## src/rtl/ram_access_ctrl.sv

```systemverilog
// Front-end controller for a single-port synchronous RAM: arbitrates write and
// read requests, returns read data over a ready/valid response, and can zero the whole array.
module ram_access_ctrl #(
    parameter int DATA_WIDTH = 8,
    parameter int ADDR_WIDTH = 8
) (
    input  logic                  clk,
    input  logic                  rst_n,

    input  logic                  wr_valid,
    output logic                  wr_ready,
    input  logic [ADDR_WIDTH-1:0] wr_addr,
    input  logic [DATA_WIDTH-1:0] wr_data,

    input  logic                  rd_valid,
    output logic                  rd_ready,
    input  logic [ADDR_WIDTH-1:0] rd_addr,

    output logic                  rsp_valid,
    input  logic                  rsp_ready,
    output logic [DATA_WIDTH-1:0] rsp_data,

    input  logic                  clr_start,
    output logic                  busy,
    output logic                  clr_done,

    output logic                  ram_en,
    output logic                  ram_we,
    output logic [ADDR_WIDTH-1:0] ram_addr,
    output logic [DATA_WIDTH-1:0] ram_din,
    input  logic [DATA_WIDTH-1:0] ram_dout
);

    localparam int unsigned DEPTH = 2**ADDR_WIDTH;
    localparam logic [ADDR_WIDTH:0] CLR_LAST = DEPTH[ADDR_WIDTH:0];

    typedef enum logic [2:0] {IDLE, WRITE, READ, CAPT, CLEAR} state_t;

    state_t                state;
    logic                  last_rd;
    // One bit wider than the address so the final count is reachable without wrapping.
    logic [ADDR_WIDTH:0]   clr_cnt;

    logic idle;
    logic rsp_free;
    logic wr_elig;
    logic rd_elig;
    logic wr_go;
    logic rd_go;

    always_comb begin
        idle     = (state == IDLE);
        rsp_free = !rsp_valid || rsp_ready;
        wr_elig  = idle && !clr_start;
        rd_elig  = wr_elig && rsp_free;
        // On a tie the side that did not win last time gets the grant.
        rd_ready = rd_elig && !(wr_valid && last_rd);
        wr_ready = wr_elig && !(rd_valid && rd_elig && !last_rd);
        rd_go    = rd_valid && rd_ready;
        wr_go    = wr_valid && wr_ready;
        busy     = !idle;
    end

    always_ff @(posedge clk or negedge rst_n) begin
        if (!rst_n) begin
            state     <= IDLE;
            last_rd   <= 1'b0;
            clr_cnt   <= '0;
            ram_en    <= 1'b0;
            ram_we    <= 1'b0;
            ram_addr  <= '0;
            ram_din   <= '0;
            rsp_valid <= 1'b0;
            rsp_data  <= '0;
            clr_done  <= 1'b0;
        end else begin
            clr_done <= 1'b0;
            if (rsp_valid && rsp_ready)
                rsp_valid <= 1'b0;

            case (state)
                IDLE: begin
                    if (clr_start) begin
                        state    <= CLEAR;
                        ram_en   <= 1'b1;
                        ram_we   <= 1'b1;
                        ram_addr <= '0;
                        ram_din  <= '0;
                        clr_cnt  <= {{ADDR_WIDTH{1'b0}}, 1'b1};
                    end else if (rd_go) begin
                        state    <= READ;
                        ram_en   <= 1'b1;
                        ram_we   <= 1'b0;
                        ram_addr <= rd_addr;
                        last_rd  <= 1'b1;
                    end else if (wr_go) begin
                        state    <= WRITE;
                        ram_en   <= 1'b1;
                        ram_we   <= 1'b1;
                        ram_addr <= wr_addr;
                        ram_din  <= wr_data;
                        last_rd  <= 1'b0;
                    end
                end
                WRITE: begin
                    ram_en <= 1'b0;
                    state  <= IDLE;
                end
                READ: begin
                    ram_en <= 1'b0;
                    state  <= CAPT;
                end
                CAPT: begin
                    // RAM output is only driven in this cycle; capture overrides any drain above.
                    rsp_data  <= ram_dout;
                    rsp_valid <= 1'b1;
                    state     <= IDLE;
                end
                CLEAR: begin
                    if (clr_cnt == CLR_LAST) begin
                        ram_en   <= 1'b0;
                        clr_done <= 1'b1;
                        state    <= IDLE;
                    end else begin
                        ram_addr <= clr_cnt[ADDR_WIDTH-1:0];
                        clr_cnt  <= clr_cnt + 1'b1;
                    end
                end
                default: state <= IDLE;
            endcase
        end
    end

endmodule

```

## config.mk

```make
export PLATFORM = sky130hd
export DESIGN_NAME = ram_access_ctrl
export DESIGN_NICKNAME = d
export VERILOG_FILES = /design/src/rtl/ram_access_ctrl.sv
export SDC_FILE = /design/constraint.sdc
export NUM_CORES = 1
export LEC_CHECK = 0
export ABC_AREA = 1
export BUFFER_PORTS_ARGS = -buffer_cell sky130_fd_sc_hd__clkbuf_2
export CAP_MARGIN = 20
export CELL_PAD_IN_SITES_DETAIL_PLACEMENT = 1
export CELL_PAD_IN_SITES_GLOBAL_PLACEMENT = 1
export CORE_MARGIN = 2
export CORE_UTILIZATION = 36
export DETAILED_ROUTE_END_ITERATION = 7
export PLACE_DENSITY = 0.86
export SLEW_MARGIN = 15
export SYNTH_ARGS = -nofsm -noshare
export SYNTH_HDL_FRONTEND = slang
export SYNTH_SLANG_ARGS = --single-unit
```

## constraint.sdc

```tcl
create_clock -name clk -period 2 [get_ports clk]
set_input_delay 0.2 -clock clk [delete_from_list [all_inputs] [get_ports clk]]
set_output_delay 0.2 -clock clk [all_outputs]
set_load 0.03 [all_outputs]
```

# Word level (Yosys, flattened, before mapping)
# Cells that the tools add are included.
# op_classes
add_sub_neg	1
div	0
mux	29
mul	0
bitwise	1
shifts	0
n_reduce_logical	32
order_cmp	0
eq_ne	10
# ops
operator	count
8-bit 2-to-1 mux	7
9-bit 2-to-1 mux	2
9-bit one-hot mux with 2 select lines	1
8-bit one-hot mux with 2 select lines	1
3-bit AND reduction	5
1-bit 2-to-1 mux	12
3-bit 2-to-1 mux	4
1-bit logical AND	10
9-bit by 1-bit adder with 9-bit output, second input constant	1
9-bit == test, second input constant	1
3-bit one-hot mux with 3 select lines	1
2-bit != test, second input constant	4
2-bit nonzero test	4
3-bit by 2-bit == test with 1-bit output, second input constant	2
1-bit logical NOT	6
3-bit nonzero test	2
4-bit by 2-bit != test with 1-bit output, second input constant	1
2-bit AND reduction	2
3-bit by 1-bit == test with 1-bit output, second input constant	1
3-bit == test, second input constant	1
3-bit logical NOT	1
1-bit one-hot mux with 3 select lines	1
2-bit OR reduction	1
1-bit logical OR	1
1-bit inverter	1
# word_totals
wordCells	83
latchBits	0
ff_bits	41
n_memories	0
rom_bits	0
input_bits	38
mem_bits_rw	0

# Logic depth before layout (Yosys ltp)
# Gate-level depths: netlist of run 1.
# logic_depth
ltp_word	12
ltp_mapped	11

# Least setup slack after synthesis of run 1
# OpenSTA, ideal clock, no wires.
# synth_path
path_type	register to output
from	reg state[0]
to	out wr_ready
path_stages_with_launch	6
n_path_buf	0
arrival_ns	1.405
required_ns	1.800
slack_ns	0.395
path_cell_list	dfrtp_1 nor2_4 nand2_4 inv_2 nand2_1 a31oi_1
# synth_via
elab_chain_cells	7
# synth_lines
element	line	rtl
from (decl)	39	state_t state;
from (signal assigned)	66	state <= IDLE;
from (signal assigned)	84	state <= CLEAR;
from (signal assigned)	91	state <= READ;
3-bit logical NOT *	52	idle = (state == IDLE);
1-bit logical AND *	54	wr_elig = idle && !clr_start;
1-bit logical AND	55	rd_elig = wr_elig && rsp_free;
1-bit logical AND (2 in a row)	58	wr_ready = wr_elig && !(rd_valid && rd_elig && !last_rd);
1-bit logical NOT	58	
1-bit logical AND *	58	
to (decl)	11	output logic wr_ready,
# Every way passes the cells marked *; elsewhere a longest branch is shown, timed or not.

# Final worst setup path of run 1
# layout_path
from	reg state[0]
to	out rd_ready
# layout_via
elab_chain_cells	4
# layout_lines
element	line	rtl
3-bit logical NOT	52	
1-bit logical AND	54	
1-bit logical AND	55	
1-bit logical AND	57	rd_ready = rd_elig && !(wr_valid && last_rd);
to (decl)	16	output logic rd_ready,
# Every way passes these cells.

==> metrics.log, run 1 <==
INFO  metric synth.ff_latch_count = between 40 and 50
INFO  metric dpl.hpwl = around 4.4 mm
INFO  metric synth.net_count = 284
INFO  metric min_period_over_period = 96.1%
INFO  metric tritoncts = yes
INFO  metric port_bufs = 68
INFO  metric share_of_final_layout_standard_cells_stronger_than_drive_strength_1 = about a third
INFO  metric core.rowCount = 27
INFO  metric final_std_cell_area_no_fill = 2630 um^2
INFO  metric drv_cap = 0
INFO  metric synthesis.yosys.warnings = 0
INFO  metric powerDensity = 1810 nW/um^2
INFO  metric power_leakage = 1.42 nW
INFO  metric final_common_cell = nand2_1
INFO  metric globalRouteOverflowTotal = 0
INFO  metric clock.fmax = 520 MHz
INFO  metric critical-path-slowest-cell = dfrtp_1
INFO  metric pin_count = 69
INFO  metric drt_iter0_drc = 76
INFO  metric clk-insertion-delay-late = 0.29 ns
INFO  metric utilization = 47.8%
INFO  metric synth_seq_area_share = 49.8%
INFO  metric worst_hold_path.num_cells = 3
INFO  metric cpPeakStageDelay = 0.44 ns
INFO  metric timing.critical_path.from_type = flip-flop
INFO  metric cts-root-to-sink-buffers = 2
INFO  metric synthesis.instances = 244
INFO  metric final.setup.tns = 0 ns
INFO  metric buffers_inserted_during_post_cts_setup_optimization = 0
INFO  metric finalSetupViolations = 0
INFO  metric dieArea = approximately 6300 um^2
INFO  metric netlist-cell-type-count = 30
INFO  metric timing.critical_path.required = 1.80 ns
INFO  metric setup_repair_after_global_routing_missed_its_margin = no
INFO  metric number_of_instances_resized_during_post_cts_repair = 0
INFO  metric clkTransAtPathRegs = 0.08 ns
INFO  metric cp_cell_sequence = nor2_4, nand2_4, inv_2, nand2_1, nor2_4, clkbuf_2
INFO  metric mappedNetlistArea = 2060 um^2
INFO  metric drt_pass1_iterations = 4
INFO  metric grt_first_pass_wirelength = 9.48 mm
INFO  metric critPathArrivalTime = 1.72 ns
INFO  metric initial_core_util = 37.4%
INFO  metric gp_routability_congestion = 0.829
INFO  metric antenna-diode-count = 0
INFO  metric core_ar = 5510 um^2
INFO  metric viasPerCell = between 4 and 5
INFO  metric final_nets = 358
INFO  metric syn2layout_area_growth = 27.7%
INFO  metric wl = 5.67 mm
INFO  metric detail_route.drc_violations = 0
INFO  metric worst_min_delay_path_category = input port to flip-flop
INFO  metric slew_viol_final = 0
INFO  metric die_width = 79.7 um
INFO  metric global_router_s_overall_resource_usage = between 10% and 20%
INFO  metric status = completed
INFO  metric dpl_cell_area = 2490 um^2
INFO  metric reg2reg_depth = 10
INFO  metric floorplan.die.height = approximately 80 um
INFO  metric grt_pass1_vias = between 2k and 2.5k
INFO  metric ctsRootBufferMaster = clkbuf_8
INFO  metric worstMarginPinSlew = 0.687 ns
INFO  metric most_used_cells_in_the_layout_excluding_fill_and_tap_cells = nand2_1 (73), clkbuf_2 (68), dfrtp_1 (41), nand3_1 (29), nor2_1 (21)
INFO  metric peakVddDrop = 908 uV
INFO  metric final-hold-violation-count = 0
INFO  metric slew-limit-headroom = ~54%
INFO  metric mean_area_per_synthesized_cell = 8.45 um^2
INFO  metric layout.cells.non_filler = 391
INFO  metric endpoint_kind = output port
INFO  metric timing.setup.critical_path_class = flip-flop to output port
INFO  metric finalCriticalPeriod = 1.92 ns
INFO  metric wire_per_inst = ~14 um
INFO  metric pre_cts_ws = 0.365 ns
INFO  metric largest_net_degree_at_the_start_of_global_routing = 28
INFO  metric cts-hold-fix-buffers = 1
INFO  metric antenna_found_initial = 0
INFO  metric via_count = 1943
INFO  metric tritoncts.num_buffers = 5
INFO  metric power.total = roughly 4.8 mW
INFO  metric worst_slack = 0.0784 ns
INFO  metric worst_path_most_repeated_cell = nor2_4
INFO  metric clock_tree_skew_after_final_layout = approximately 0.0034 ns
INFO  metric final_antenna_net_count = 0
INFO  metric htree_levels = 2
INFO  metric worst_hold_slack = ~0.10 ns
INFO  metric worstPathMaxFanout = 9
INFO  metric placedCellCount = roughly 380
INFO  metric clkSinkCount = 41
-- metal layers --
metal	global-route usage (%)	vias to the layer above	wire length (um)
met4	4.14	0	48
met1	22.3	942	2370
met2	35.0	57	2920
li1	-	937	-
met5	0	-	0
met3	4.75	7	333
-- worst paths after layout --
kind                                        startpoint                endpoint  slack [ns]
worst max-delay path              state[0]$_DFFE_PN0P_                rd_ready        0.08
worst min-delay path                        wr_data[6]  ram_din[6]$_DFFE_PN0P_        0.10
worst max register to register  clr_cnt[0]$_DFFE_PN0P_  clr_cnt[0]$_DFFE_PN0P_        0.37
worst min register to register  ram_din[3]$_DFFE_PN0P_  ram_din[3]$_DFFE_PN0P_        0.48
max in group asynchronous                        rst_n      clr_done$_DFF_PN0_        0.93
min in group asynchronous                        rst_n  clr_cnt[5]$_DFFE_PN0P_        0.48
-- kinds of logic (layout without fill, tap and decap cells) --
logic type	after synthesis	in the layout	share of synthesized area, %
compound gates	20	20	5.46
xor+xnor	5	5	2.12
fa+ha+maj	2	2	1.21
buf+inv	27	102	5.40
flops	41	41	49.8
mux	8	8	4.37
simple gates	141	141	31.6
-- synthesized netlist by cell type, drive strengths merged --
library cell,n,share of area [%]
a21boi,1,0.36
a21oi,3,0.73
a31oi,1,0.30
buf,5,1.4
clkbuf,1,0.18
clkinv,1,0.18
dfrtp,41,50
ha,2,1.2
inv,20,3.6
mux2,8,4.4
nand2,75,14
nand3,32,8.5
nand4,2,0.61
nor2,26,6.5
nor3,4,0.97
nor3b,1,0.36
o21ai,12,3.1
o22ai,2,0.61
o31ai,1,0.36
or2,1,0.30
xor2,5,2.1
-- power breakdown --
part	internal [mW]	switching (mW)	total [mW]
sequential	1.19	0.280	1.47
combinational	0.759	1.74	2.50
clock	0.496	0.294	0.790
total	2.44	2.31	4.75
-- state kept, by name, indices dropped and copies added, names as in the netlist --
signal / cells
clr_cnt: 9
ram_we: 1
ram_addr: 8
ram_din: 8
rsp_data: 8
clr_done: 1
last_rd: 1
state: 3
ram_en: 1
rsp_valid: 1
-- critical path, delay by kind of cell (launching register included) --
kind / cells / cell delay [ns]
and+or+nand+nor: 4 / 0.65
DFF: 1 / 0.44
buffers and inverters: 2 / 0.33
-- layout make-up --
| class | count | area (um^2) |
|---|---|---|
| Sequential cell | 41 | 1030 |
| Fill cell | 690 | 2870 |
| Multi-Input combinational cell | 176 | 923 |
| Tap cell | 72 | 90.1 |
| Clock inverter | 3 | 65.1 |
| Clock buffer | 5 | 68.8 |
| Inverter | 21 | 78.8 |
| Timing Repair Buffer | 73 | 380 |
No activity file was read; power rests on OpenSTA's default activity.
==> inputs of run 2 (changes only) <==
--- a/config.mk
+++ b/config.mk
@@ -11,9 +11,11 @@
 export CELL_PAD_IN_SITES_DETAIL_PLACEMENT = 1
 export CELL_PAD_IN_SITES_GLOBAL_PLACEMENT = 1
 export CORE_MARGIN = 2
-export CORE_UTILIZATION = 36
+export CORE_UTILIZATION = 37
+export CTS_BUF_LIST = sky130_fd_sc_hd__clkbuf_4
+export CTS_CLUSTER_SIZE = 40
 export DETAILED_ROUTE_END_ITERATION = 7
-export PLACE_DENSITY = 0.86
+export PLACE_DENSITY = 0.88
 export SLEW_MARGIN = 15
 export SYNTH_ARGS = -nofsm -noshare
 export SYNTH_HDL_FRONTEND = slang
==> metrics.log, run 2 (same netlist as run 1, synthesis figures left out) <==
INFO  metric grt.met3_usage = 5.98% (was 4.75%)
INFO  metric setup_repair_after_global_routing_missed_its_margin = no (unchanged)
INFO  metric worst_path_most_repeated_cell = nor2_4 (unchanged)
INFO  metric peakVddDrop = 878 uV (was 908 uV)
INFO  metric cpPeakStageDelay = 0.46 ns (was 0.44 ns)
INFO  metric cp_cell_sequence = nor2_4, nand2_4, inv_2, nand2_1, nor2_4, clkbuf_4 (was nor2_4, nand2_4, inv_2, nand2_1, nor2_4, clkbuf_2)
INFO  metric finalCriticalPeriod = 1.89 ns (was 1.92 ns)
INFO  metric finalSetupViolations = 0 (unchanged)
INFO  metric clkSinkCount = 41 (unchanged)
INFO  metric viasPerCell = 5.01 (was 4.97)
INFO  metric wl = 5.61 mm (was 5.67 mm)
INFO  metric timing.critical_path.required = 1.80 ns (about the same)
INFO  metric globalRouteOverflowTotal = 0 (unchanged)
INFO  metric most_crowded_layer_gr = met2 (unchanged)
INFO  metric utilization = 47.4% (was 47.8%)
INFO  metric worstPathMaxFanout = 6 (was 9)
INFO  metric clkTransAtPathRegs = 0.11 ns (was 0.08 ns)
INFO  metric worstHoldStart = wr_data[3] (was wr_data[6])
INFO  metric final_antenna_net_count = 0 (unchanged)
INFO  metric dieArea = 6180 um^2 (was 6350 um^2)
INFO  metric timing.critical_path.from_type = flip-flop (unchanged)
INFO  metric clock_tree_skew_after_final_layout = 0.00912 ns (was 0.00339 ns)
INFO  metric dpl.hpwl = 4.25 mm (was 4.38 mm)
INFO  metric syn2layout_area_growth = 25.1% (was 27.7%)
INFO  metric die_width = 78.6 um (was 79.7 um)
INFO  metric drt_iter0_drc = 77 (was 76)
INFO  metric core.rowCount = 27 (unchanged)
INFO  metric tritoncts.num_buffers = 5 (unchanged)
INFO  metric tritoncts = yes (unchanged)
INFO  metric critical-path-slowest-cell = dfrtp_2 (was dfrtp_1)
INFO  metric cts-root-to-sink-buffers = 2 (unchanged)
INFO  metric port_bufs = 68 (unchanged)
INFO  metric drt_pass1_iterations = 4 (unchanged)
INFO  metric slew_viol_final = 0 (unchanged)
INFO  metric share_of_final_layout_standard_cells_stronger_than_drive_strength_1 = 33.6% (was 32.9%)
INFO  metric min_period_over_period = 94.3% (was 96.1%)
INFO  metric hold_end = ram_din[3]$_DFFE_PN0P_ (was ram_din[6]$_DFFE_PN0P_)
INFO  metric worst_hold_slack = 0.0481 ns (was 0.103 ns)
INFO  metric worst_hold_path.num_cells = 3 (unchanged)
INFO  metric grt_pass1_vias = 1996 (was 2075)
INFO  metric regMostFlops = clr_cnt (unchanged)
INFO  metric wire_per_inst = 14.3 um (was 14.5 um)
INFO  metric flip_flop_count_of_the_largest_register_all_copies_and_words_added = 9 (unchanged)
INFO  metric power_leakage = 1.40 nW (was 1.42 nW)
INFO  metric floorplan.die.height = 78.6 um (was 79.7 um)
INFO  metric grt_util_met1 = 23.2% (was 22.3%)
INFO  metric critPathArrivalTime = 1.69 ns (was 1.72 ns)
INFO  metric largest_net_degree_at_the_start_of_global_routing = 30 (was 28)
INFO  metric status = completed (unchanged)
INFO  metric gp_routability_congestion = 0.823 (was 0.829)
INFO  metric htree_levels = 2 (unchanged)
INFO  metric clk-insertion-delay-late = 0.35 ns (was 0.29 ns)
INFO  metric layout.cells.non_filler = 393 (was 391)
INFO  metric grt_first_pass_wirelength = 9.29 mm (was 9.48 mm)
INFO  metric global_route.usage.met2 = 33.2% (was 35.0%)
INFO  metric clock.fmax = 530 MHz (was 520 MHz)
INFO  metric placedCellCount = 381 (was 382)
INFO  metric antenna-diode-count = 0 (unchanged)
INFO  metric filler_cell_count = 692 (was 690)
INFO  metric pin_count = 69 (unchanged)
INFO  metric antenna_found_initial = 0 (unchanged)
INFO  metric timing.setup.critical_path_class = flip-flop to output port (unchanged)
INFO  metric global_router_s_overall_resource_usage = 19.1% (about the same)
INFO  metric final_common_cell = nand2_1 (unchanged)
INFO  metric ctsRootBufferMaster = clkbuf_4 (was clkbuf_8)
INFO  metric most_used_cells_in_the_layout_excluding_fill_and_tap_cells = nand2_1 (73), clkbuf_2 (67), dfrtp_1 (40), nand3_1 (29), nor2_1 (21) (was nand2_1 (73), clkbuf_2 (68), dfrtp_1 (41), nand3_1 (29), nor2_1 (21))
INFO  metric detail_route.drc_violations = 0 (unchanged)
INFO  metric r2r_setup_slack = 0.31 ns (was 0.37 ns)
INFO  metric final_nets = 360 (was 358)
INFO  metric core_ar = 5440 um^2 (was 5510 um^2)
INFO  metric final-hold-violation-count = 0 (unchanged)
INFO  metric worstMarginPinSlew = 0.481 ns (was 0.687 ns)
INFO  metric worstReg2RegEnd = ram_addr[2]$_DFFE_PN0P_ (was clr_cnt[0]$_DFFE_PN0P_)
INFO  metric powerDensity = 1720 nW/um^2 (was 1810 nW/um^2)
INFO  metric worst_min_delay_path_category = input port to flip-flop (unchanged)
INFO  metric endpoint_kind = output port (unchanged)
INFO  metric reg2reg_depth = 11 (was 10)
INFO  metric regToRegStartpoint = state[0]$_DFFE_PN0P_ (was clr_cnt[0]$_DFFE_PN0P_)
INFO  metric via_count = 1969 (was 1943)
INFO  metric final.setup.tns = 0 ns (unchanged)
INFO  metric drv_cap = 0 (unchanged)
INFO  metric initial_core_util = 37.9% (was 37.4%)
INFO  metric slew-limit-headroom = 67.9% (was 54.2%)
-- run 2: changes by cell type in the layout (fill, tap and decap cells not counted), moves of 2 or more --
cell and change:
clkbuf_8 -5, bufinv_16 -2, buf_4 +2, clkbuf_4 +9
-- run 2: repair_timing --
item,CTS,global route
hold endpoints to repair,12,0
hold buffers,1,0
buffers inserted,0,3
gates resized for setup,0,3
endpoints found under the setup margin,0,2
-- run 2: routing by layer --
metal / wire, um / up-vias
met5: 0 / -
met4: 24 / 0
met3: 380 / 4
met2: 2920 / 70
met1: 2280 / 963
li1: - / 932
-- run 2: cell type report --
| cell class | instances | area, um^2 | area share, % |
|---|---|---|---|
| timing repair buffer | 75 | 398 | 15.4 |
| tap | 72 | 90.1 | 3.50 |
| clock buffer | 8 | 60.1 | 2.33 |
| inverter | 21 | 78.8 | 3.06 |
| sequential | 41 | 1030 | 39.9 |
| multi-input combinational | 176 | 923 | 35.8 |
-- run 2: critical path, delay by kind of cell (launching register included) --
kind	cells	cell delay [ns]
flip-flops	1	0.46
buffers and inverters	2	0.30
AND/OR/NAND/NOR	4	0.59
-- run 2: worst max-delay path by stage --
stage / from / to / slack (ns) / cells past startpoint
floorplan: state[0]$_DFFE_PN0P_ / wr_ready / 0.39 / 5
global placement: state[0]$_DFFE_PN0P_ / ram_addr[2]$_DFFE_PN0P_ / 0.40 / 9
detailed placement: state[0]$_DFFE_PN0P_ / ram_addr[1]$_DFFE_PN0P_ / 0.38 / 9
CTS: state[0]$_DFFE_PN0P_ / rd_ready / 0.02 / 6
global route: state[1]$_DFFE_PN0P_ / rd_ready / 0.009 / 6
finish: state[0]$_DFFE_PN0P_ / rd_ready / 0.11 / 6
-- run 2: through the flow --
step           total power [mW]  setup slack [ns]  instance area [um^2]
2_1_floorplan              3.28             0.395                  2060
3_3_place_gp               3.87             0.399                  2480
3_5_place_dp               3.97             0.379                  2480
4_1_cts                    4.43            0.0223                  2550
5_1_grt                    4.81           0.00889                  2580
6_report                   4.43             0.115                  2580
-- run 2: power breakdown --
group	leakage [nW]	switching (mW)	total, mW	internal (mW)
clock	0.0368	0.267	0.449	0.181
combinational	0.840	1.72	2.51	0.788
sequential	0.521	0.280	1.47	1.19
==> inputs of run 3 (changes only) <==
--- a/config.mk
+++ b/config.mk
@@ -10,11 +10,13 @@
 export CAP_MARGIN = 20
 export CELL_PAD_IN_SITES_DETAIL_PLACEMENT = 1
 export CELL_PAD_IN_SITES_GLOBAL_PLACEMENT = 1
+export CORE_ASPECT_RATIO = 0.7
 export CORE_MARGIN = 2
 export CORE_UTILIZATION = 37
 export CTS_BUF_LIST = sky130_fd_sc_hd__clkbuf_4
 export CTS_CLUSTER_SIZE = 40
 export DETAILED_ROUTE_END_ITERATION = 7
+export GPL_TIMING_DRIVEN = 0
 export PLACE_DENSITY = 0.88
 export SLEW_MARGIN = 15
 export SYNTH_ARGS = -nofsm -noshare
==> constraint.sdc (replaced) <==
create_clock -name clk -period 1.76 [get_ports clk]
set_input_delay 0.176 -clock clk [delete_from_list [all_inputs] [get_ports clk]]
set_output_delay 0.176 -clock clk [all_outputs]
set_load 0.03 [all_outputs]
==> metrics.log, run 3 (same netlist as run 1, synthesis figures left out) <==
INFO  metric share_clk_of_total_power = 8.9% (was 10.1%)
INFO  metric ctsRootBufferMaster = clkbuf_4 (unchanged)
INFO  metric utilization = 51.2% (was 47.4%)
INFO  metric worstPathMaxFanout = 10 (was 6)
INFO  metric timing.critical_path.from_type = flip-flop (unchanged)
INFO  metric min_period_over_period = 96.0%
INFO  metric powerDensity = 1980 nW/um^2 (was 1720 nW/um^2)
INFO  metric dpl_cell_area = 2490 um^2 (was 2480 um^2)
INFO  metric clkTransAtPathRegs = 0.12 ns (was 0.11 ns)
INFO  metric finalSetupViolations = 0 (unchanged)
INFO  metric switching_power = 2.78 mW (was 2.27 mW)
INFO  metric clkSinkCount = 41 (unchanged)
INFO  metric timing.critical_path.required = 2.00 ns (was 1.80 ns)
INFO  metric cp_cell_sequence = nor2_4, nand2_4, buf_4, nor2_8, buf_4, nand3_4, nand2_4, buf_8, nor2_2, nand2_1, nand2_1 (was nor2_4, nand2_4, inv_2, nand2_1, nor2_4, clkbuf_4)
INFO  metric setup_repair_after_global_routing_missed_its_margin = yes (was no)
INFO  metric final_antenna_net_count = 0 (unchanged)
INFO  metric floorplan.die.height = 66.4 um (was 78.6 um)
INFO  metric largest_net_degree_at_the_start_of_global_routing = 42 (was 30)
INFO  metric dieArea = 6190 um^2 (was 6180 um^2)
INFO  metric switch_share = 51.5% (was 51.3%)
INFO  metric grt_first_pass_wirelength = 9.80 mm (was 9.29 mm)
INFO  metric initial_core_util = 38.8% (was 37.9%)
INFO  metric clk-insertion-delay-late = 0.34 ns (was 0.35 ns)
INFO  metric worst_min_delay_path_category = input port to flip-flop (unchanged)
INFO  metric grt_pass1_vias = 2055 (was 1996)
INFO  metric viasPerCell = 4.89 (was 5.01)
INFO  metric detail_route.drc_violations = 0 (unchanged)
INFO  metric flip_flop_count_of_the_largest_register_all_copies_and_words_added = 9 (unchanged)
INFO  metric regMostFlops = clr_cnt (unchanged)
INFO  metric seq_power_share = 30.7% (was 33.2%)
INFO  metric power_leakage = 1.45 nW (was 1.40 nW)
INFO  metric final_nets = 370 (was 360)
INFO  metric worstMarginPinSlew = 0.558 ns (was 0.481 ns)
INFO  metric htree_levels = 2 (unchanged)
INFO  metric cts-root-to-sink-buffers = 2 (unchanged)
INFO  metric final_std_cell_area_no_fill = 2720 um^2 (was 2580 um^2)
INFO  metric port_bufs = 68 (unchanged)
INFO  metric status = completed (unchanged)
INFO  metric pin_count = 69 (unchanged)
INFO  metric tritoncts.num_buffers = 5 (unchanged)
INFO  metric timing.setup.critical_path_class = flip-flop to flip-flop (was flip-flop to output port)
INFO  metric finalCriticalPeriod = ~1.7 ns
INFO  metric syn2layout_area_growth = 32.1% (was 25.1%)
INFO  metric dpl.hpwl = 4.40 mm (was 4.25 mm)
INFO  metric core_ar = 5310 um^2 (was 5440 um^2)
INFO  metric wl = 6.12 mm (was 5.61 mm)
INFO  metric internal_power = 2.62 mW (was 2.16 mW)
INFO  metric reg2reg_depth = 11 (unchanged)
INFO  metric wire_per_inst = 15.2 um (was 14.3 um)
INFO  metric r2r_setup_slack = 0.07 ns (was 0.31 ns)
INFO  metric worst_hold_path.num_cells = 3 (unchanged)
INFO  metric regToRegStartpoint = state[0]$_DFFE_PN0P_ (unchanged)
INFO  metric slew_viol_final = 0 (unchanged)
INFO  metric final-hold-violation-count = 0 (unchanged)
INFO  metric antenna-diode-count = 0 (unchanged)
INFO  metric die_width = 93.2 um (was 78.6 um)
INFO  metric slew-limit-headroom = 62.8% (was 67.9%)
INFO  metric global_router_s_overall_resource_usage = 20.5% (was 19.1%)
INFO  metric placedCellCount = 384 (was 381)
INFO  metric drt_iter0_drc = 98 (was 77)
INFO  metric endpoint_kind = flip-flop (was output port)
INFO  metric critical-path-slowest-cell = dfrtp_1 (was dfrtp_2)
INFO  metric gp_routability_congestion = 0.840 (was 0.823)
INFO  metric power.share.combinational = 60.4% (was 56.7%)
INFO  metric final_common_cell = nand2_1 (unchanged)
INFO  metric core.rowCount = 22 (was 27)
INFO  metric via_count = 1972 (was 1969)
INFO  metric layout.cells.non_filler = 403 (was 393)
INFO  metric drv_cap = 0 (unchanged)
INFO  metric worstReg2RegEnd = ram_addr[7]$_DFFE_PN0P_ (was ram_addr[2]$_DFFE_PN0P_)
INFO  metric most_used_cells_in_the_layout_excluding_fill_and_tap_cells = nand2_1 (71), clkbuf_2 (66), dfrtp_1 (41), nand3_1 (29), nor2_1 (20) (was nand2_1 (73), clkbuf_2 (67), dfrtp_1 (40), nand3_1 (29), nor2_1 (21))
INFO  metric drt_pass1_iterations = 4 (unchanged)
INFO  metric antenna_found_initial = 0 (unchanged)
INFO  metric clock_tree_skew_after_final_layout = 0.00866 ns (was 0.00912 ns)
INFO  metric tritoncts = yes (unchanged)
INFO  metric clock.fmax = approximately 590 MHz
INFO  metric worstHoldStart = wr_data[5] (was wr_data[3])
INFO  metric hold_end = ram_din[5]$_DFFE_PN0P_ (was ram_din[3]$_DFFE_PN0P_)
INFO  metric share_of_final_layout_standard_cells_stronger_than_drive_strength_1 = 36.0% (was 33.6%)
INFO  metric cpPeakStageDelay = 0.43 ns (was 0.46 ns)
INFO  metric peakVddDrop = 649 uV (was 878 uV)
INFO  metric critPathArrivalTime = 1.93 ns (was 1.69 ns)
INFO  metric globalRouteOverflowTotal = 0 (unchanged)
-- run 3: worst max path at each step --
stage	cells after the start	startpoint	end	slack [ns]
3_3_place_gp	9	clr_cnt[0]$_DFFE_PN0P_	ram_addr[0]$_DFFE_PN0P_	0.16
6_report	11	state[0]$_DFFE_PN0P_	ram_addr[7]$_DFFE_PN0P_	0.07
3_5_place_dp	10	clr_cnt[0]$_DFFE_PN0P_	ram_addr[7]$_DFFE_PN0P_	0.1
5_1_grt	10	clr_cnt[1]$_DFFE_PN0P_	clr_cnt[5]$_DFFE_PN0P_	-0.02
4_1_cts	6	state[1]$_DFFE_PN0P_	wr_ready	0.008
2_1_floorplan	5	state[0]$_DFFE_PN0P_	wr_ready	0.18
-- run 3: power by group through the flow --
stage / Clock (mW) / Combinational [mW] / Sequential [mW]
after detailed placement: 0 / 2.92 / 1.68
after floorplan: 0 / 1.56 / 2.17
after CTS: 0.496 / 3.07 / 1.65
after global routing: 0.552 / 3.55 / 1.72
after global placement: 0 / 2.81 / 1.66
final: 0.481 / 3.26 / 1.66
-- run 3: worst max-delay path: cells and delay by family, from the launching register on --
family | cells | cell delay (ns)
flops | 1 | 0.43
simple gates | 8 | 0.70
buf+inv | 3 | 0.45
-- run 3: repair_timing --
item / 4_1_cts / 5_1_grt
pin swaps: 3 / 2
buffers inserted: 5 / 4
setup endpoints to repair: 2 / 17
hold buffers: 0 / 1
hold endpoints to repair: 0 / 19
gates resized for setup: 3 / 13
-- run 3: metal layers --
metal	vias to the layer above	track usage (%)	part of all wire (%)
li1	959	-	-
met1	966	27.4	47
met2	45	34.4	48
met3	2	4.10	4.6
met4	0	4.78	0.49
met5	-	0	0
-- run 3: final cells by class --
| cell class | count | area, um^2 |
|---|---|---|
| inverter | 21 | 78.8 |
| buffer | 6 | 38.8 |
| clock inverter | 2 | 10.0 |
| sequential | 41 | 1030 |
| tap | 72 | 90.1 |
| multi-input combinational | 176 | 980 |
| fill | 678 | 2590 |
| timing repair buffer | 79 | 454 |
| clock buffer | 6 | 45.0 |
-- run 3: through the flow --
stage	power (mW)	worst slack (ns)	hold slack (ns)	TNS (ns)
detailed placement	4.60	0.0999	0.387	0
global placement	4.47	0.156	0.380	0
CTS	5.22	0.00830	0.0166	0
global route	5.82	-0.0165	0.0286	-0.0260
finish	5.40	0.0708	0.0291	0
floorplan	3.72	0.179	-0.120	0
